[src/rtl/riscz_pkg.sv]
// RISC-Z shared definitions: opcodes, instruction field positions and
// per-opcode register usage classes used by decode and the scoreboard.
package riscz_pkg;

    localparam int XLEN  = 16;
    localparam int NREGS = 16;

    // instruction field positions
    localparam int OP_HI = 15;
    localparam int OP_LO = 12;
    localparam int RD_HI = 11;
    localparam int RD_LO = 8;
    localparam int R1_HI = 7;
    localparam int R1_LO = 4;
    localparam int R2_HI = 3;
    localparam int R2_LO = 0;

    typedef enum logic [3:0] {
        OP_ADD  = 4'h0, OP_SUB = 4'h1, OP_AND = 4'h2, OP_OR   = 4'h3,
        OP_XOR  = 4'h4, OP_SLL = 4'h5, OP_SRL = 4'h6, OP_ADDI = 4'h7,
        OP_LI   = 4'h8, OP_LD  = 4'h9, OP_ST  = 4'hA, OP_BEQ  = 4'hB,
        OP_JMP  = 4'hC, OP_OUT = 4'hD, OP_NOP = 4'hE, OP_HALT = 4'hF
    } opcode_e;

    // ALU ops, ADDI, LI and LD produce a register result
    function automatic logic writes_rd(input logic [3:0] op);
        return op <= OP_LD;
    endfunction

    function automatic logic reads_r1(input logic [3:0] op);
        return (op <= OP_ADDI) || (op == OP_LD) || (op == OP_ST) || (op == OP_BEQ);
    endfunction

    function automatic logic reads_r2(input logic [3:0] op);
        return op <= OP_SRL;
    endfunction

    // store data, compare operand and OUT value all come from the RD field
    function automatic logic reads_rd(input logic [3:0] op);
        return (op == OP_ST) || (op == OP_BEQ) || (op == OP_OUT);
    endfunction

    function automatic logic [XLEN-1:0] ext_imm(input logic [15:0] instr);
        logic [XLEN-1:0] imm;
        case (instr[OP_HI:OP_LO])
            OP_ADDI, OP_LD, OP_ST, OP_BEQ:
                imm = {{(XLEN-4){instr[R2_HI]}}, instr[R2_HI:R2_LO]};
            OP_LI:  imm = {{(XLEN-8){1'b0}}, instr[R1_HI:R2_LO]};
            OP_JMP: imm = {{(XLEN-12){1'b0}}, instr[RD_HI:R2_LO]};
            default: imm = '0;
        endcase
        return imm;
    endfunction

endpackage

[src/rtl/instr_decode_if.sv]
// Fetch-side, execute-side and writeback-retire signals of the decode stage.
// master = surrounding pipeline, slave = instr_decode.
interface instr_decode_if;
    import riscz_pkg::*;

    logic            in_valid;
    logic            in_ready;
    logic [15:0]     in_instr;
    logic            out_valid;
    logic            out_ready;
    logic [3:0]      R1;
    logic [3:0]      R2;
    logic [3:0]      RD;
    logic            RegW;
    logic [3:0]      op;
    logic [XLEN-1:0] imm;
    logic            wb_valid;
    logic [3:0]      wb_rd;

    modport master (
        output in_valid, in_instr, out_ready, wb_valid, wb_rd,
        input  in_ready, out_valid, R1, R2, RD, RegW, op, imm
    );

    modport slave (
        input  in_valid, in_instr, out_ready, wb_valid, wb_rd,
        output in_ready, out_valid, R1, R2, RD, RegW, op, imm
    );

endinterface

[src/rtl/riscz_scoreboard.sv]
// Pending-write scoreboard: one bit per architectural register, set on issue
// of a writer, cleared on writeback retire. Only built with RISCZ_SCOREBOARD_EN.
`ifdef RISCZ_SCOREBOARD_EN
module riscz_scoreboard #(
    parameter int NREGS = riscz_pkg::NREGS
) (
    input  logic                           clk,
    input  logic                           reset,
    input  logic                           enable,
    input  logic                           set_en,
    input  logic [$clog2(NREGS)-1:0]       set_idx,
    input  logic                           clr_en,
    input  logic [$clog2(NREGS)-1:0]       clr_idx,
    input  logic [2:0]                     q_en,
    input  logic [2:0][$clog2(NREGS)-1:0]  q_idx,
    output logic                           hazard
);
    logic [NREGS-1:0] pending;
    logic [NREGS-1:0] pend_eff;

    // a register retiring this cycle no longer blocks issue
    always_comb begin
        pend_eff = pending;
        if (clr_en) pend_eff[clr_idx] = 1'b0;
    end

    // hazard if any enabled query index is still pending
    always_comb begin
        hazard = 1'b0;
        for (int i = 0; i < 3; i++)
            if (q_en[i] && pend_eff[q_idx[i]]) hazard = 1'b1;
    end

    // clear first, then set, so a same-index set wins
    always_ff @(posedge clk or negedge reset) begin
        if (!reset) begin
            pending <= '0;
        end else if (enable) begin
            if (clr_en) pending[clr_idx] <= 1'b0;
            if (set_en) pending[set_idx] <= 1'b1;
        end
    end
endmodule
`endif

[src/rtl/instr_decode.sv]
// RISC-Z decode/issue stage. Splits 16-bit instructions into register-file
// indices, opcode and immediate behind a one-entry output register.
// RISC_Z hazard scoreboard is included when RISCZ_SCOREBOARD_EN is defined;
// otherwise hazards are left to software NOP padding.
module instr_decode
    import riscz_pkg::*;
(
    input  logic         clk,
    input  logic         reset,
    input  logic         enable,
    instr_decode_if.slave bus,
    output logic         halted,
    output logic         stall
);
    logic [3:0] f_op, f_rd, f_r1, f_r2;
    logic       hazard;
    logic       accept;

    assign f_op = bus.in_instr[OP_HI:OP_LO];
    assign f_rd = bus.in_instr[RD_HI:RD_LO];
    assign f_r1 = bus.in_instr[R1_HI:R1_LO];
    assign f_r2 = bus.in_instr[R2_HI:R2_LO];

`ifdef RISCZ_SCOREBOARD_EN
    riscz_scoreboard #(.NREGS(NREGS)) u_sb (
        .clk     (clk),
        .reset   (reset),
        .enable  (enable),
        .set_en  (accept & writes_rd(f_op)),
        .set_idx (f_rd),
        .clr_en  (bus.wb_valid),
        .clr_idx (bus.wb_rd),
        .q_en    ({reads_rd(f_op) | writes_rd(f_op), reads_r2(f_op), reads_r1(f_op)}),
        .q_idx   ({f_rd, f_r2, f_r1}),
        .hazard  (hazard)
    );
`else
    assign hazard = 1'b0;
`endif

    assign bus.in_ready = enable & ~halted & ~hazard & (~bus.out_valid | bus.out_ready);
    assign accept       = bus.in_valid & bus.in_ready;
    assign stall        = bus.in_valid & enable & ~halted & hazard;

    // output register: load on accept, drop valid on consume, hold otherwise
    always_ff @(posedge clk or negedge reset) begin
        if (!reset) begin
            bus.out_valid <= 1'b0;
            bus.RegW      <= 1'b0;
            bus.op        <= '0;
            bus.RD        <= '0;
            bus.R1        <= '0;
            bus.R2        <= '0;
            bus.imm       <= '0;
            halted        <= 1'b0;
        end else if (enable) begin
            if (accept) begin
                bus.out_valid <= 1'b1;
                bus.RegW      <= writes_rd(f_op);
                bus.op        <= f_op;
                bus.RD        <= f_rd;
                bus.R1        <= f_r1;
                bus.R2        <= f_r2;
                bus.imm       <= ext_imm(bus.in_instr);
                if (f_op == OP_HALT) halted <= 1'b1;
            end else if (bus.out_ready) begin
                bus.out_valid <= 1'b0;
            end
        end
    end

endmodule

[src/flat_wrapper.sv]
// flat-port wrapper written by rule: the top's interface ports become plain ports
module instr_decode_flat import riscz_pkg::*;
  (clk, reset, enable, halted, stall, bus_in_valid, bus_in_instr, bus_out_ready, bus_wb_valid, bus_wb_rd, bus_in_ready, bus_out_valid, bus_R1, bus_R2, bus_RD, bus_RegW, bus_op, bus_imm);
  instr_decode_if bus_i ();
  input  logic clk;
  input  logic reset;
  input  logic enable;
  output logic halted;
  output logic stall;
  input wire logic [$bits(bus_i.in_valid)-1:0] bus_in_valid;
  input wire logic [$bits(bus_i.in_instr)-1:0] bus_in_instr;
  input wire logic [$bits(bus_i.out_ready)-1:0] bus_out_ready;
  input wire logic [$bits(bus_i.wb_valid)-1:0] bus_wb_valid;
  input wire logic [$bits(bus_i.wb_rd)-1:0] bus_wb_rd;
  output wire logic [$bits(bus_i.in_ready)-1:0] bus_in_ready;
  output wire logic [$bits(bus_i.out_valid)-1:0] bus_out_valid;
  output wire logic [$bits(bus_i.R1)-1:0] bus_R1;
  output wire logic [$bits(bus_i.R2)-1:0] bus_R2;
  output wire logic [$bits(bus_i.RD)-1:0] bus_RD;
  output wire logic [$bits(bus_i.RegW)-1:0] bus_RegW;
  output wire logic [$bits(bus_i.op)-1:0] bus_op;
  output wire logic [$bits(bus_i.imm)-1:0] bus_imm;
  assign bus_i.in_valid = bus_in_valid;
  assign bus_i.in_instr = bus_in_instr;
  assign bus_i.out_ready = bus_out_ready;
  assign bus_i.wb_valid = bus_wb_valid;
  assign bus_i.wb_rd = bus_wb_rd;
  assign bus_in_ready = bus_i.in_ready;
  assign bus_out_valid = bus_i.out_valid;
  assign bus_R1 = bus_i.R1;
  assign bus_R2 = bus_i.R2;
  assign bus_RD = bus_i.RD;
  assign bus_RegW = bus_i.RegW;
  assign bus_op = bus_i.op;
  assign bus_imm = bus_i.imm;
  instr_decode u_core (.clk(clk), .reset(reset), .enable(enable), .bus(bus_i), .halted(halted), .stall(stall));
endmodule
[config.mk]
export PLATFORM = sky130hd
export DESIGN_NAME = instr_decode_flat
export DESIGN_NICKNAME = d
export VERILOG_FILES = /design/src/rtl/riscz_pkg.sv /design/src/rtl/instr_decode_if.sv /design/src/rtl/riscz_scoreboard.sv /design/src/rtl/instr_decode.sv /design/src/flat_wrapper.sv
export SDC_FILE = /design/constraint.sdc
export NUM_CORES = 1
export LEC_CHECK = 0
export ABC_AREA = 1
export BUFFER_PORTS_ARGS = -buffer_cell sky130_fd_sc_hd__buf_2
export CELL_PAD_IN_SITES_DETAIL_PLACEMENT = 0
export CELL_PAD_IN_SITES_GLOBAL_PLACEMENT = 1
export CORE_MARGIN = 2
export CORE_UTILIZATION = 35
export CTS_CLUSTER_DIAMETER = 100
export DETAILED_ROUTE_END_ITERATION = 10
export GPL_TIMING_DRIVEN = 0
export PLACE_DENSITY_LB_ADDON = 0.3
export SYNTH_ARGS = -nofsm -noshare
export SYNTH_HDL_FRONTEND = slang
export SYNTH_SLANG_ARGS = --single-unit
export TNS_END_PERCENT = 20
[constraint.sdc]
create_clock -name clk -period 3.2 [get_ports clk]
set_input_delay 0.48 -clock clk [delete_from_list [all_inputs] [get_ports clk]]
set_output_delay 0.48 -clock clk [all_outputs]
set_load 0.05 [all_outputs]
* Word-level counts from Yosys, hierarchy flattened *
Cells that the tools add are included.

operators by class
  add/sub/neg operators = 0
  $mul = 0
  div/mod/pow operators = 0
  magnitude comparators = 1
  equality and inequality tests = 7
  shift-type cells = 0
  mux-type cells = 3
  bitwise operators = 6
  reductions and logical operators = 5

operator list
  kind                number
  $pmux 16 s3         1
  $eq 4x4->1 const B  6
  $eq 4x3->1 const B  1
  $le 4x4->1 const B  1
  $reduce_and 2->1    2
  $reduce_or 4->1     1
  $and 1x1->1         3
  $reduce_and 3->1    1
  $mux 1              2
  $not 1->1           2
  $reduce_bool 2->1   1
  $or 1x1->1          1

storage, ports and cells
  flip-flop bits (word level) = 35
  latch bits = 0
  RAM bits = 0
  memory bits (read-only) = 0
  bits of input ports = 26
  output and inout bits = 37
  logic and storage cells = 30
  memories kept = 0

* Longest topological paths before layout *
  depth after elaboration = 6
  mapped depth = 8
  depth with buffers taken out = 8

* Worst setup path before layout *
No wires, ideal clock.

  kind = flip-flop to output port
  start = register u_core.halted
  end = output port bus_in_ready
  data arrival time = 1.144 ns
  data required time = 2.720 ns
  slack = 1.576 ns
  cell stages (with the launch flop) = 4
  buffers on the path = 0
  path through = dfrtp_1 -> nor2_4 -> nand2_1 -> inv_1

on the way
  longest elaborated chain between the ends = 3

RTL lines
  item                       line                source
  from (decl)                instr_decode.sv:12  output logic halted,
  from (signal assigned)     instr_decode.sv:55  halted <= 1'b0;
  from (signal assigned)     instr_decode.sv:65  if (f_op == OP_HALT) halted <= 1'b1;
  $not 1->1                  n/a
  $and 1x1->1 (2 in series)  instr_decode.sv:41  assign bus.in_ready = enable & ~halted & ~hazard & (~bus.out_valid | bus.out_ready);
  to (decl)                  flat_wrapper.sv:15  output wire logic [$bits(bus_i.in_ready)-1:0] bus_in_ready;

No other way between the ends.

* Worst setup path in the final report *
Ends and elaborated chain as after synthesis.

==> results.md <==
- RePlAce Congestion: 0.707
- Drt first pass iters: 4
- Lkg Pwr: between 0.001 and 0.0015 uW
- YS warnings: 0
- Area growth syn-to-layout: 31.4%
- Vias in the first global route: around 1200
- Cells after Synth: 164
- Slew margin rel.: about half
- Max-cap violations: 0
- Post-Syn Nets: between 150 and 200
- Die area: between 4000 and 5000 sq um
- Cts-stage hold buffer count: 0
- Multiplexer share of the synthesized area: 0%
- Adder-cell share of the synthesized area: 0%
- N_diodes: 0
- Most frequent cells in the layout: nand2_1, buf_2, dfrtp_1
- Total number of vias: roughly 1200
- I/O pin total: 63
- Final hold viol count: 0
- Final Instance Area: 1810 sq um
- Synth Area in XOR/XNOR: 0%
- Syn Area/Cell: 8.41 sq um
- Clock slew at reported path FFs: 70 ps
- Htree depth: 2
- TritonCTS buffer count: 5
- Maximum vdd ir drop: approximately 0.31 mV
- Layout cells sized above 1: roughly a third
- Final Cycle Share: about 52%
- Final Max Tran Viols: 0
- Clk root buf: clkbuf_8
- Hold Crit Class: in -> async
- Setup violators final: 0
- Cell Pwr Density: 803 nW/um^2
- Startpoint types: register
- Total Wirelength: approximately 3.2 mm
- Layout Nets: 253
- DR DRC count: 0
- Slew of the pin with the lowest slew margin: 721 ps
- RSZ-0062 raised after global routing: no
- #FFs+latches synth: 32
- Worst EP arrival: 1180 ps
- Final min period: 1660 ps
- Crit end category: output pin
- FMAX: around 600 MHz
- Worst Path Max Fanout: 3
- Clock latency on the worst-skew pair: between 200 and 300 ps
- Compound-cell area share of the yosys netlist: under 10%
- Sequential element share of the synthesized area: 58.1%
- Die Span Y: between 60 and 70 um
- Port buffer count: 56
- Max clock buf depth: 2
- # clock sinks: 32
- Post-Synth Simple-Gate Area: a little over 30%
- Total track usage: 16.5%
- First-pass GRT wire length: between 5 and 6 mm
- Setup TNS: 0 ps
- Post-CTS sizing: 0
- Total grt overflow: 0
- Status: completed
- CTS tree: done
- Initial Util: a little under two fifths
- DR vias/cell: between 4 and 5
- Routed wire per std cell: 11.7 um
- Commonest non-fill, non-tap cell in the layout: nand2_1
- Remaining antenna violation count: 0
- Placed inst area: about 1700 sq um
- Post-synth cell types: 17
- Initial antenna violation count: 0
- Core area: around 3700 sq um
- Setup bufs post-CTS: 0
- Largest net degree at the start of global routing: 33
- Largest family of logic cells by synthesized area: simple AND/OR/NAND/NOR gates
- HPWL after DPL: between 2 and 2.5 mm
- Chip width: 66.8 um
- Initial DRC Count: 55
- Mapped cell area: between 1000 and 1500 sq um
- Fillers: 400
- WP data required: 2720 ps
- Worst Clk Skew: around 4.0 ps
- Critical path type: reg -> out
- Row cnt: 22
layout make-up:
cell class	instances	area [sq um]	area share, %
sequential	32	801	44.2
multi-input combinational	112	475	26.2
timing repair buffer	56	280	15.5
clock buffer	6	82.6	4.56
buffer	9	61.3	3.38
tap	48	60.1	3.31
inverter	11	41.3	2.28
clock inverter	2	10.0	0.552
layer usage:
layer / GRT usage [%] / up-vias / wire length [um]
met5: 0 / - / 0
met4: 8.42 / 0 / 51
met3: 4.56 / 5 / 247
met1: 21.4 / 538 / 1470
li1: - / 623 / -
met2: 25.3 / 44 / 1450
logic make-up (layout without fill, tap and decap cells):
kind of cell	count (synthesis)	count (layout)
buf+inv	20	84
other cells	1	1
flops	32	32
simple gates	101	101
compound gates	10	10
final timing paths:
kind                                   from                  to  slack, ps  depth (start not counted)
hold / removal                        reset    u_core.bus.R2[1]        250                          1
hold reg to reg            u_core.bus.op[3]    u_core.bus.op[3]        480                          2
setup reg to reg              u_core.halted  u_core.bus.imm[11]       1990                          6
max in group asynchronous             reset    u_core.bus.op[2]       2490                          1
setup / recovery              u_core.halted        bus_in_ready       1540                          4
min in group clk            bus_in_instr[0]    u_core.bus.R2[0]        410                          3
cells in the mapped netlist, drive strengths merged:
library cell | n | area share (%)
inv | 11 | 3.0
nor2 | 7 | 2.4
o21ai | 8 | 2.9
buf | 9 | 4.4
nand3 | 10 | 4.9
nand2 | 84 | 23
a21boi | 1 | 0.54
o21bai | 1 | 0.54
dfrtp | 32 | 58
conb | 1 | 0.27
registers in the layout, summed over array words and instances (netlist names):
signal and cells:
u_core.bus.imm 13, u_core.bus.R1 4, u_core.bus.R2 4, u_core.bus.RD 4, u_core.bus.op 4, u_core.bus.RegW 1, u_core.bus.out_valid 1, u_core.halted 1
worst max-delay path: stages, from the launching register on:
cell     delay, ps
dfrtp_1        420
nor2_4         140
nand2_1         60
inv_1           40
buf_2          240
through the flow:
stage | setup WS, ps | std cells | power (uW) | util (%) | hold WS (ps)
2_1_floorplan | 1580 | 164 | 998 | - | 184
3_3_place_gp | 1660 | 268 | 1150 | 46.3 | 459
3_5_place_dp | 1670 | 268 | 1150 | 46.3 | 460
4_1_cts | 1520 | 276 | 1470 | 48.8 | 275
5_1_grt | 1460 | 276 | 1530 | 48.8 | 308
6_report | 1540 | 276 | 1450 | 48.8 | 252
power by group:
part | internal (uW) | switching [uW] | leakage [uW]
combinational | 131 | 466 | 0.000637
sequential | 491 | 48.8 | 0.000406
clock | 171 | 146 | 0.0000510
(Power assumes the default switching activity.)
